### src/rtl/decode_stage_pkg.sv
// Shared RV32I decode types: opcodes, funct encodings, datapath mux selects and the control word.
package rv32i_types;

  typedef enum logic [6:0] {
    op_lui   = 7'b0110111,
    op_auipc = 7'b0010111,
    op_jal   = 7'b1101111,
    op_jalr  = 7'b1100111,
    op_br    = 7'b1100011,
    op_load  = 7'b0000011,
    op_store = 7'b0100011,
    op_imm   = 7'b0010011,
    op_reg   = 7'b0110011
  } rv32i_opcode;

  typedef enum logic [2:0] {
    beq  = 3'b000,
    bne  = 3'b001,
    blt  = 3'b100,
    bge  = 3'b101,
    bltu = 3'b110,
    bgeu = 3'b111
  } branch_funct3_t;

  typedef enum logic [2:0] {
    lb  = 3'b000,
    lh  = 3'b001,
    lw  = 3'b010,
    lbu = 3'b100,
    lhu = 3'b101
  } load_funct3_t;

  typedef enum logic [2:0] {
    sb = 3'b000,
    sh = 3'b001,
    sw = 3'b010
  } store_funct3_t;

  typedef enum logic [2:0] {
    add  = 3'b000,
    sll  = 3'b001,
    slt  = 3'b010,
    sltu = 3'b011,
    axor = 3'b100,
    sr   = 3'b101,
    aor  = 3'b110,
    aand = 3'b111
  } arith_funct3_t;

  typedef enum logic [6:0] {
    funct7_base   = 7'h00,
    funct7_alt    = 7'h20,
    funct7_muldiv = 7'h01
  } arith_funct7_t;

  typedef enum logic [2:0] {
    md_mul    = 3'b000,
    md_mulh   = 3'b001,
    md_mulhsu = 3'b010,
    md_mulhu  = 3'b011,
    md_div    = 3'b100,
    md_divu   = 3'b101,
    md_rem    = 3'b110,
    md_remu   = 3'b111
  } muldiv_funct3_t;

  // ALU op encodings line up with arith funct3 except sra/sub, which reuse the slt slots.
  typedef enum logic [2:0] {
    alu_add = 3'b000,
    alu_sll = 3'b001,
    alu_sra = 3'b010,
    alu_sub = 3'b011,
    alu_xor = 3'b100,
    alu_srl = 3'b101,
    alu_or  = 3'b110,
    alu_and = 3'b111
  } alu_ops;

  typedef enum logic [1:0] {
    pcmux_pc_plus4 = 2'b00,
    pcmux_alu_out  = 2'b01,
    pcmux_alu_mod2 = 2'b10
  } pcmux_sel_t;

  typedef enum logic {
    alumux1_rs1_out = 1'b0,
    alumux1_pc_out  = 1'b1
  } alumux1_sel_t;

  typedef enum logic [2:0] {
    alumux2_i_imm   = 3'd0,
    alumux2_u_imm   = 3'd1,
    alumux2_b_imm   = 3'd2,
    alumux2_s_imm   = 3'd3,
    alumux2_j_imm   = 3'd4,
    alumux2_rs2_out = 3'd5
  } alumux2_sel_t;

  typedef enum logic [3:0] {
    regfilemux_alu_out  = 4'd0,
    regfilemux_br_en    = 4'd1,
    regfilemux_u_imm    = 4'd2,
    regfilemux_lw       = 4'd3,
    regfilemux_pc_plus4 = 4'd4,
    regfilemux_lb       = 4'd5,
    regfilemux_lbu      = 4'd6,
    regfilemux_lh       = 4'd7,
    regfilemux_lhu      = 4'd8
  } regfilemux_sel_t;

  typedef enum logic {
    cmpmux_rs2_out = 1'b0,
    cmpmux_i_imm   = 1'b1
  } cmpmux_sel_t;

  typedef enum logic {
    marmux_pc_out  = 1'b0,
    marmux_alu_out = 1'b1
  } marmux_sel_t;

  typedef struct packed {
    logic [6:0]      opcode;
    logic [2:0]      funct3;
    alu_ops          aluop;
    branch_funct3_t  cmpop;
    pcmux_sel_t      pcmux;
    alumux1_sel_t    alumux1;
    alumux2_sel_t    alumux2;
    regfilemux_sel_t regfilemux;
    cmpmux_sel_t     cmpmux;
    marmux_sel_t     marmux;
    logic            load_regfile;
    logic            mem_read;
    logic            mem_write;
  } rv32i_control_word;

  function automatic rv32i_control_word default_ctrl();
    rv32i_control_word c;
    c.opcode       = '0;
    c.funct3       = '0;
    c.aluop        = alu_add;
    c.cmpop        = beq;
    c.pcmux        = pcmux_pc_plus4;
    c.alumux1      = alumux1_rs1_out;
    c.alumux2      = alumux2_i_imm;
    c.regfilemux   = regfilemux_alu_out;
    c.cmpmux       = cmpmux_rs2_out;
    c.marmux       = marmux_pc_out;
    c.load_regfile = 1'b0;
    c.mem_read     = 1'b0;
    c.mem_write    = 1'b0;
    return c;
  endfunction

endpackage

### src/rtl/decode_stage_instr_decoder.sv
// Combinational RV32I(+M) decoder: one instruction word to control word, mul/div and illegal flags.
module instr_decoder
  import rv32i_types::*;
#(
  parameter bit EN_MEXT = 1'b1
) (
  input  logic [31:0]       instr,
  output rv32i_control_word ctrl,
  output logic              muldiv,
  output logic              illegal
);

  logic [6:0] opcode;
  logic [2:0] funct3;
  logic [6:0] funct7;
  logic [4:0] rd;
  logic       unused_regs;

  assign opcode      = instr[6:0];
  assign funct3      = instr[14:12];
  assign funct7      = instr[31:25];
  assign rd          = instr[11:7];
  assign unused_regs = ^instr[24:15];

  always_comb begin
    ctrl        = default_ctrl();
    muldiv      = 1'b0;
    illegal     = 1'b0;
    ctrl.opcode = opcode;
    ctrl.funct3 = funct3;

    case (opcode)
      op_lui: begin
        ctrl.load_regfile = 1'b1;
        ctrl.regfilemux   = regfilemux_u_imm;
      end
      op_auipc: begin
        ctrl.load_regfile = 1'b1;
        ctrl.alumux1      = alumux1_pc_out;
        ctrl.alumux2      = alumux2_u_imm;
      end
      op_jal: begin
        ctrl.load_regfile = 1'b1;
        ctrl.pcmux        = pcmux_alu_out;
        ctrl.alumux1      = alumux1_pc_out;
        ctrl.alumux2      = alumux2_j_imm;
        ctrl.regfilemux   = regfilemux_pc_plus4;
      end
      op_jalr: begin
        ctrl.load_regfile = 1'b1;
        ctrl.pcmux        = pcmux_alu_mod2;
        ctrl.regfilemux   = regfilemux_pc_plus4;
      end
      op_br: begin
        if (funct3 == 3'b010 || funct3 == 3'b011) begin
          illegal = 1'b1;
        end else begin
          ctrl.cmpop   = branch_funct3_t'(funct3);
          ctrl.alumux1 = alumux1_pc_out;
          ctrl.alumux2 = alumux2_b_imm;
        end
      end
      op_load: begin
        ctrl.mem_read     = 1'b1;
        ctrl.load_regfile = 1'b1;
        ctrl.marmux       = marmux_alu_out;
        case (funct3)
          lb:      ctrl.regfilemux = regfilemux_lb;
          lh:      ctrl.regfilemux = regfilemux_lh;
          lw:      ctrl.regfilemux = regfilemux_lw;
          lbu:     ctrl.regfilemux = regfilemux_lbu;
          lhu:     ctrl.regfilemux = regfilemux_lhu;
          default: illegal = 1'b1;
        endcase
      end
      op_store: begin
        if (funct3 > sw) begin
          illegal = 1'b1;
        end else begin
          ctrl.mem_write = 1'b1;
          ctrl.alumux2   = alumux2_s_imm;
          ctrl.marmux    = marmux_alu_out;
        end
      end
      op_imm: begin
        ctrl.load_regfile = 1'b1;
        case (funct3)
          slt: begin
            ctrl.cmpop      = blt;
            ctrl.cmpmux     = cmpmux_i_imm;
            ctrl.regfilemux = regfilemux_br_en;
          end
          sltu: begin
            ctrl.cmpop      = bltu;
            ctrl.cmpmux     = cmpmux_i_imm;
            ctrl.regfilemux = regfilemux_br_en;
          end
          sll: begin
            if (funct7 != funct7_base) illegal = 1'b1;
            ctrl.aluop = alu_sll;
          end
          sr: begin
            if (funct7 == funct7_base)     ctrl.aluop = alu_srl;
            else if (funct7 == funct7_alt) ctrl.aluop = alu_sra;
            else                           illegal = 1'b1;
          end
          default: ctrl.aluop = alu_ops'(funct3);
        endcase
      end
      op_reg: begin
        ctrl.load_regfile = 1'b1;
        ctrl.alumux2      = alumux2_rs2_out;
        case (funct7)
          funct7_base: begin
            case (funct3)
              slt: begin
                ctrl.cmpop      = blt;
                ctrl.regfilemux = regfilemux_br_en;
              end
              sltu: begin
                ctrl.cmpop      = bltu;
                ctrl.regfilemux = regfilemux_br_en;
              end
              default: ctrl.aluop = alu_ops'(funct3);
            endcase
          end
          funct7_alt: begin
            if (funct3 == add)     ctrl.aluop = alu_sub;
            else if (funct3 == sr) ctrl.aluop = alu_sra;
            else                   illegal = 1'b1;
          end
          funct7_muldiv: begin
            if (EN_MEXT) muldiv = 1'b1;
            else         illegal = 1'b1;
          end
          default: illegal = 1'b1;
        endcase
      end
      default: illegal = 1'b1;
    endcase

    if (illegal) begin
      ctrl   = default_ctrl();
      muldiv = 1'b0;
    end
    if (rd == 5'd0) ctrl.load_regfile = 1'b0;
  end

endmodule

### src/rtl/decode_stage.sv
// ID stage: circular instruction queue feeding a decoder and a registered valid/ready output slot.
module decode_stage
  import rv32i_types::*;
#(
  parameter int unsigned IQ_DEPTH = 4,
  parameter bit          EN_MEXT  = 1'b1
) (
  input  logic                          clk,
  input  logic                          rst,
  input  logic                          flush,
  input  logic                          in_valid,
  output logic                          in_ready,
  input  logic [31:0]                   in_pc,
  input  logic [31:0]                   in_instr,
  output logic                          out_valid,
  input  logic                          out_ready,
  output logic [31:0]                   out_pc,
  output rv32i_control_word             out_ctrl,
  output logic [4:0]                    out_rs1,
  output logic [4:0]                    out_rs2,
  output logic [4:0]                    out_rd,
  output logic                          out_muldiv,
  output logic                          out_illegal,
  output logic [$clog2(IQ_DEPTH+1)-1:0] count
);

  localparam int unsigned PW = $clog2(IQ_DEPTH);
  localparam int unsigned CW = $clog2(IQ_DEPTH + 1);

  logic [31:0]       pc_mem_q    [IQ_DEPTH];
  logic [31:0]       instr_mem_q [IQ_DEPTH];
  logic [PW-1:0]     wr_ptr_q, wr_ptr_d;
  logic [PW-1:0]     rd_ptr_q, rd_ptr_d;
  logic [CW-1:0]     count_q, count_d;
  logic              enq, deq;

  logic              out_valid_q;
  logic [31:0]       out_pc_q;
  rv32i_control_word out_ctrl_q;
  logic [4:0]        out_rs1_q, out_rs2_q, out_rd_q;
  logic              out_muldiv_q, out_illegal_q;

  logic [31:0]       head_pc, head_instr;
  rv32i_control_word dec_ctrl;
  logic              dec_muldiv, dec_illegal;

  assign head_pc    = pc_mem_q[rd_ptr_q];
  assign head_instr = instr_mem_q[rd_ptr_q];

  instr_decoder #(.EN_MEXT(EN_MEXT)) u_dec (
    .instr   (head_instr),
    .ctrl    (dec_ctrl),
    .muldiv  (dec_muldiv),
    .illegal (dec_illegal)
  );

  // Full blocks enqueue even if the output drains this cycle, so in_ready depends only on count.
  always_comb begin
    in_ready = (count_q < CW'(IQ_DEPTH));
    enq      = in_valid && in_ready && !flush;
    deq      = (count_q != '0) && (!out_valid_q || out_ready) && !flush;
    wr_ptr_d = enq ? wr_ptr_q + PW'(1) : wr_ptr_q;
    rd_ptr_d = deq ? rd_ptr_q + PW'(1) : rd_ptr_q;
    count_d  = count_q;
    case ({enq, deq})
      2'b10:   count_d = count_q + CW'(1);
      2'b01:   count_d = count_q - CW'(1);
      default: count_d = count_q;
    endcase
  end

  always_ff @(posedge clk) begin
    if (enq) begin
      pc_mem_q[wr_ptr_q]    <= in_pc;
      instr_mem_q[wr_ptr_q] <= in_instr;
    end
  end

  always_ff @(posedge clk) begin
    if (rst) begin
      wr_ptr_q      <= '0;
      rd_ptr_q      <= '0;
      count_q       <= '0;
      out_valid_q   <= 1'b0;
      out_pc_q      <= '0;
      out_ctrl_q    <= default_ctrl();
      out_rs1_q     <= '0;
      out_rs2_q     <= '0;
      out_rd_q      <= '0;
      out_muldiv_q  <= 1'b0;
      out_illegal_q <= 1'b0;
    end else if (flush) begin
      wr_ptr_q    <= '0;
      rd_ptr_q    <= '0;
      count_q     <= '0;
      out_valid_q <= 1'b0;
    end else begin
      wr_ptr_q <= wr_ptr_d;
      rd_ptr_q <= rd_ptr_d;
      count_q  <= count_d;
      if (deq) begin
        out_valid_q   <= 1'b1;
        out_pc_q      <= head_pc;
        out_ctrl_q    <= dec_ctrl;
        out_rs1_q     <= head_instr[19:15];
        out_rs2_q     <= head_instr[24:20];
        out_rd_q      <= head_instr[11:7];
        out_muldiv_q  <= dec_muldiv;
        out_illegal_q <= dec_illegal;
      end else if (out_ready) begin
        out_valid_q <= 1'b0;
      end
    end
  end

  assign out_valid   = out_valid_q;
  assign out_pc      = out_pc_q;
  assign out_ctrl    = out_ctrl_q;
  assign out_rs1     = out_rs1_q;
  assign out_rs2     = out_rs2_q;
  assign out_rd      = out_rd_q;
  assign out_muldiv  = out_muldiv_q;
  assign out_illegal = out_illegal_q;
  assign count       = count_q;

endmodule

### config.mk
export PLATFORM = sky130hd
export DESIGN_NAME = decode_stage
export DESIGN_NICKNAME = d
export VERILOG_FILES = /design/src/rtl/decode_stage_pkg.sv /design/src/rtl/decode_stage_instr_decoder.sv /design/src/rtl/decode_stage.sv
export SDC_FILE = /design/constraint.sdc
export NUM_CORES = 1
export LEC_CHECK = 0
export CAP_MARGIN = 25
export CORE_ASPECT_RATIO = 0.8
export CORE_MARGIN = 4
export CORE_UTILIZATION = 50
export CTS_BUF_LIST = sky130_fd_sc_hd__clkbuf_4 sky130_fd_sc_hd__clkbuf_8 sky130_fd_sc_hd__clkbuf_16
export DETAILED_ROUTE_END_ITERATION = 12
export PLACE_DENSITY = 0.84
export SYNTH_ARGS = -nofsm -noshare
export SYNTH_HDL_FRONTEND = slang
export SYNTH_SLANG_ARGS = --single-unit
### constraint.sdc
create_clock -name clk -period 4.6 [get_ports clk]
set_input_delay 0.92 -clock clk [delete_from_list [all_inputs] [get_ports clk]]
set_output_delay 0.92 -clock clk [all_outputs]
set_load 0.05 [all_outputs]
== After elaboration in Yosys (flattened, before gate mapping) ==
Memories as Yosys holds them, arrays and structs flattened. A register that Yosys moved wholly into a read port is not among the register bits.
Cells that the tools add are included.
Word-level totals
  bits in registers: 56
  bits in latches: 0
  memory bits (writable): 256
  memory bits (read-only): 0
  input port bits: 69
  output and inout port bits: 85
  word-level logic and storage cells: 124
  memories kept: 2
Cells by class
  $add $sub $neg: 4
  multipliers: 0
  div/mod/pow operators: 0
  $lt $le $gt $ge: 2
  eq/ne operators: 18
  shifts and indexed selects: 0
  muxes and demuxes: 51
  bitwise gates (word level): 1
  reductions and logical operators: 24
Memories
  instr_mem_q: depth 4, width 32, read ports 1, clocked after Yosys merged registers in 1, wr ports 1, line decode_stage.sv:31  | logic [31:0] instr_mem_q [IQ_DEPTH];
  pc_mem_q: depth 4, width 32, read ports 1, clocked after Yosys merged registers in 1, wr ports 1, line decode_stage.sv:30  | logic [31:0] pc_mem_q [IQ_DEPTH];
Operators by type and width (count)
  case mux 4 bit (5 select lines): 2
  two-way mux 31 bit: 1
  == test 7 x 6 -> 1 bit, second input constant: 4
  case mux 3 bit (2 select lines): 4
  two-way mux 1 bit: 22
  == test 7 bit, second input constant: 3
  case mux 3 bit (3 select lines): 2
  two-way mux 3 bit: 5
  case mux 3 bit (5 select lines): 1
  == test 7 x 5 -> 1 bit, second input constant: 2
  two-way mux 2 bit: 6
  OR reduction 2 bit: 5
  two-way mux 4 bit: 2
  case mux 1 bit (2 select lines): 4
  == test 7 x 1 -> 1 bit, second input constant: 1
  == test 7 x 2 -> 1 bit, second input constant: 1
  logical NOT 7 bit: 1
  nonzero test 7 bit: 1
  OR reduction 7 bit: 1
  == test 3 x 2 -> 1 bit, second input constant: 2
  == test 3 bit, second input constant: 2
  case mux 1 bit (6 select lines): 1
  logical NOT 5 bit: 1
  OR reduction 5 bit: 1
  18 further kinds: 25

== Depth between registers and ports, before layout ==
  depth after elaboration: 7
  gate-level depth with buffers: 11
  depth with buffers taken out: 9

== Cells and area by module ==
A second synthesis with hierarchy kept.
Unflattened totals
  cells, all modules: 891
  area, all modules: 13903.3 µm²
Modules (own cells, without submodules)
  decode_stage: instances 1, cells an instance 769, area each 13102.6 µm², seq. area each 9489.1 µm²
  instr_decoder: instances 1, cells an instance 122, area each 800.8 µm², seq. area each 0.0 µm²

== Worst setup path after synthesis ==
OpenSTA, ideal clock, no wires.
  path type: in2reg
  from: input in_valid
  to: memory instr_mem_q[0][0], enable pin
  setup time: 429 ps
  arrival: 3028 ps
  data required time: 4171 ps
  path slack: 1144 ps
  stages: 2
  path buffers: 0
  cells stage by stage: nor3b_1 -> and2_1
On the way
  word-level cells in the longest chain between the ends: 4
RTL lines
  start: declaration: line decode_stage.sv:11  | input logic in_valid,
  logical AND 1 bit (2 in series): line decode_stage.sv:60  | enq = in_valid && in_ready && !flush;
  two-way mux 1 bit: line decode_stage.sv:73  | if (enq) begin
  two-way mux 1 bit (implied by the code): line decode_stage.sv:75  | instr_mem_q[wr_ptr_q] <= in_instr;
  end: declaration: line decode_stage.sv:31
No other way between the ends.

==> reports/metrics.csv <==
stage,metric,value,unit
min_path,hp-class,register to register,
floorplan,coreArea,25400,um^2
floorplan,num_rows,52,
sta,fmax,0.304,GHz
synthesis,yosysMostFrequentCell,edfxtp_1,
pwr,p_per_area,405,nW/um^2
floorplan,die_w,188,um
place,portBuffers,153,
place,hpwl,17.9,mm
pwr,power.share.switching,20.4,%
pwr,p_leak,0.00506,uW
setup_path,critPathKind,register to register,
drt,drcViolationCount,0,
synthesis,async_flop_share,0,%
sta,setup_viol,0,
sta,fin_crit_sh,71.6,%
pwr,p_comb_share,5.1,%
drt,vias,7457,
pwr,clkPwrFrac,41.8,%
global_routing,grt_pass1_vias,7422,
clock_tree,cts_hold_buf,0,
global_routing,antenna_found_initial,2,
synthesis,synth.avg_cell_area,15.9,um^2
drt,viasPerCell,5.67,
cells_and_area,syn_to_final_growth,23.3,%
cells_and_area,drive_above_1_share,14.4,%
setup_path,crit_family,flip-flops,
floorplan,dieArea,28500,um^2
cells_and_area,fill_cells,1807,
clock_tree,clkSinkCount,346,
cells_and_area,final_area,15900,um^2
pwr,power_switching,1310,uW
setup_path,crit_required,5.08,ns
synthesis,ys_seq_area_share,73.5,%
synthesis,syn-num-nets,885,
drt,firstDrtPassIters,5,
clock_tree,clockBufferDepth,3,
drt,drt_iter0_markers,728,
clock_tree,cts_resized,0,
synthesis,synthFlopType,edfxtp_1,
synthesis,yosys-top-cells-count,"edfxtp_1, nand2_1, dfxtp_1, mux4_2, a21oi_1",
clock_tree,clk_pin_slew_worst_paths,0.06,ns
sta,slew_headroom,42.0,%
setup_path,endpoint_kind,register,
sta,finalMaxSlewViolations,0,
drt,avgRoutedWirePerCell,20.9,um
run,drv_cap,0,
clock_tree,clkLatencyLatePin,0.56,ns
global_routing,track_usage,19.1,%
drt,ant_nets,0,
cells_and_area,nets,1041,
clock_tree,h-tree-depth,1,
pwr,vdd_drop_max,0.000292,V
setup_path,cp.arrival,3.77,ns
setup_path,crit_chain,"buf_4, mux4_2, xnor2_1, a21boi_0, o21ai_1, nand4b_1, o21ai_0",
setup_path,slowest_stage,dfxtp_1,
synthesis,yosysTopAreaCellShare,59.6,%
synthesis,synth_edf_count,256,
synthesis,synth_warnings,0,
cells_and_area,seq_area,9490,um^2
drt,routed_wl,27.5,mm
clock_tree,post-cts-setup-buffers,0,
sta,rsz0062_at_grt,false,
global_routing,grt_pass1_wl,42.6,mm
pwr,internal_power,5130,uW
synthesis,ys_top_cells_by_area,"edfxtp_1, dfxtp_1, mux4_2",
floorplan,io_pins,154,
floorplan,initial_utilization,50.9,%
setup_path,cp_num_buf_inv,1,
sta,finalSetupTns,0,ns
setup_path,max_stage_delay,0.88,ns
status,run_status,"finished, final reports clean",
synthesis,syn_inst,810,
global_routing,grt-ovfl-total,0,
synthesis,synth_seq_cells,346,
floorplan,die_h,152,um
synthesis,synth_top_area_cell,edfxtp_1,
place,gp_congestion,0.892,
synthesis,synth_area,12900,um^2
sta,fin_skew,0.00907,ns
setup_path,critPathLaunchType,register,
clock_tree,cts_tree,done,
sta,fin_crit,3.29,ns
cells_and_area,multi_input_area,3180,um^2
synthesis,yosysUniqueCellTypes,58,
global_routing,grt_max_degree,55,
setup_path,crit_fanout,20,
place,place_area,14800,um^2
pwr,seqPwrFrac,53.0,%
clock_tree,cts_root_buf,clkbuf_16,
clock_tree,cts_buffers,31,
sta,hold_viol_final,0,
sta,tightest_slew,0.870,ns
==> flip-flops by register name (all words and copies together), names as in the netlist, 3 cells and up, named ones only <==
name         cells
out_pc          32
count            3
out_rd           5
out_ctrl        31
instr_mem_q    128
pc_mem_q       128
out_rs1          5
out_rs2          5
==> through the flow <==
stage               setup slack [ns]  total power [uW]  hold WS [ns]  utilization [%]  cells
floorplan                       1.14              3660         0.538                -    810
global placement               0.940              3800         0.431             58.3   1257
detailed placement             0.881              3810         0.441             58.3   1257
CTS                             1.35              6500         0.451             62.7   1315
global route                   0.973              6650         0.462             62.7   1316
finish                          1.31              6440         0.449             62.7   1316
==> worst register-to-register path, cell delays in order (launching register included) <==
cell	delay (ns)
dfxtp_1	0.88
buf_4	0.43
mux4_2	0.47
xnor2_1	0.30
a21boi_0	0.14
o21ai_1	0.29
nand4b_1	0.41
o21ai_0	0.29
==> power by group through the flow <==
| stage | sequential [uW] | clock (uW) | combinational (uW) |
|---|---|---|---|
| finish | 3420 | 2690 | 330 |
| global route | 3420 | 2870 | 353 |
| CTS | 3420 | 2750 | 330 |
| detailed placement | 3480 | 0 | 328 |
| global placement | 3480 | 0 | 320 |
| floorplan | 3530 | 0 | 130 |
==> layout make-up <==
type                            count  area share, %
Antenna cell                        1         0.0157
Clock buffer                       49           6.43
Clock inverter                      9          0.542
Inverter                           15          0.354
Multi-Input combinational cell    407           20.0
Sequential cell                   346           59.6
Tap cell                          324           2.55
Timing Repair Buffer              165           10.5
==> logic make-up after synthesis <==
logic type                 share of synthesized area (%)
DFF                                                 73.5
and+or+nand+nor                                     7.90
AOI/OAI and AO/OA                                   5.25
muxes                                               10.4
buffers and inverters                               1.91
xor gates and xnor gates                           0.407
adders and majority gates                          0.640
==> per-layer routing <==
metal	wire, um	vias to the layer above	track usage [%]
met1	12200	3680	28.9
li1	-	3402	-
met4	558	2	4.73
met5	13	-	0
met3	2270	47	3.89
met2	12400	326	29.0
==> layout by cell type, fill, tap and decap left out, drive strengths merged, types with 3 or more instances in the layout <==
master / count
a21oi: 55
a22o: 4
a32o: 5
a32oi: 4
and2: 9
buf: 13
clkbuf: 49
clkdlybuf4s50: 152
clkinv: 6
dfxtp: 90
edfxtp: 256
ha: 5
inv: 17
mux4: 58
nand2: 135
nand2b: 4
nand3: 7
nor2: 28
nor2b: 7
nor3: 8
nor3b: 4
nor4: 3
nor4b: 3
o21ai: 24
o22ai: 3
xnor2: 3
xor2: 3
==> final timing paths <==
check / from / endpoint / slack (ns) / cells past startpoint
worst max-delay path: register / out_ctrl[12] / 1.31 / 7
worst max register to register: register / out_ctrl[12] / 1.31 / 7
worst min register to register: out_ctrl[25] / out_ctrl[25] / 0.45 / 2
worst min-delay path: out_ctrl[25] / out_ctrl[25] / 0.45 / 2
Power figures use the tool's default switching activity.
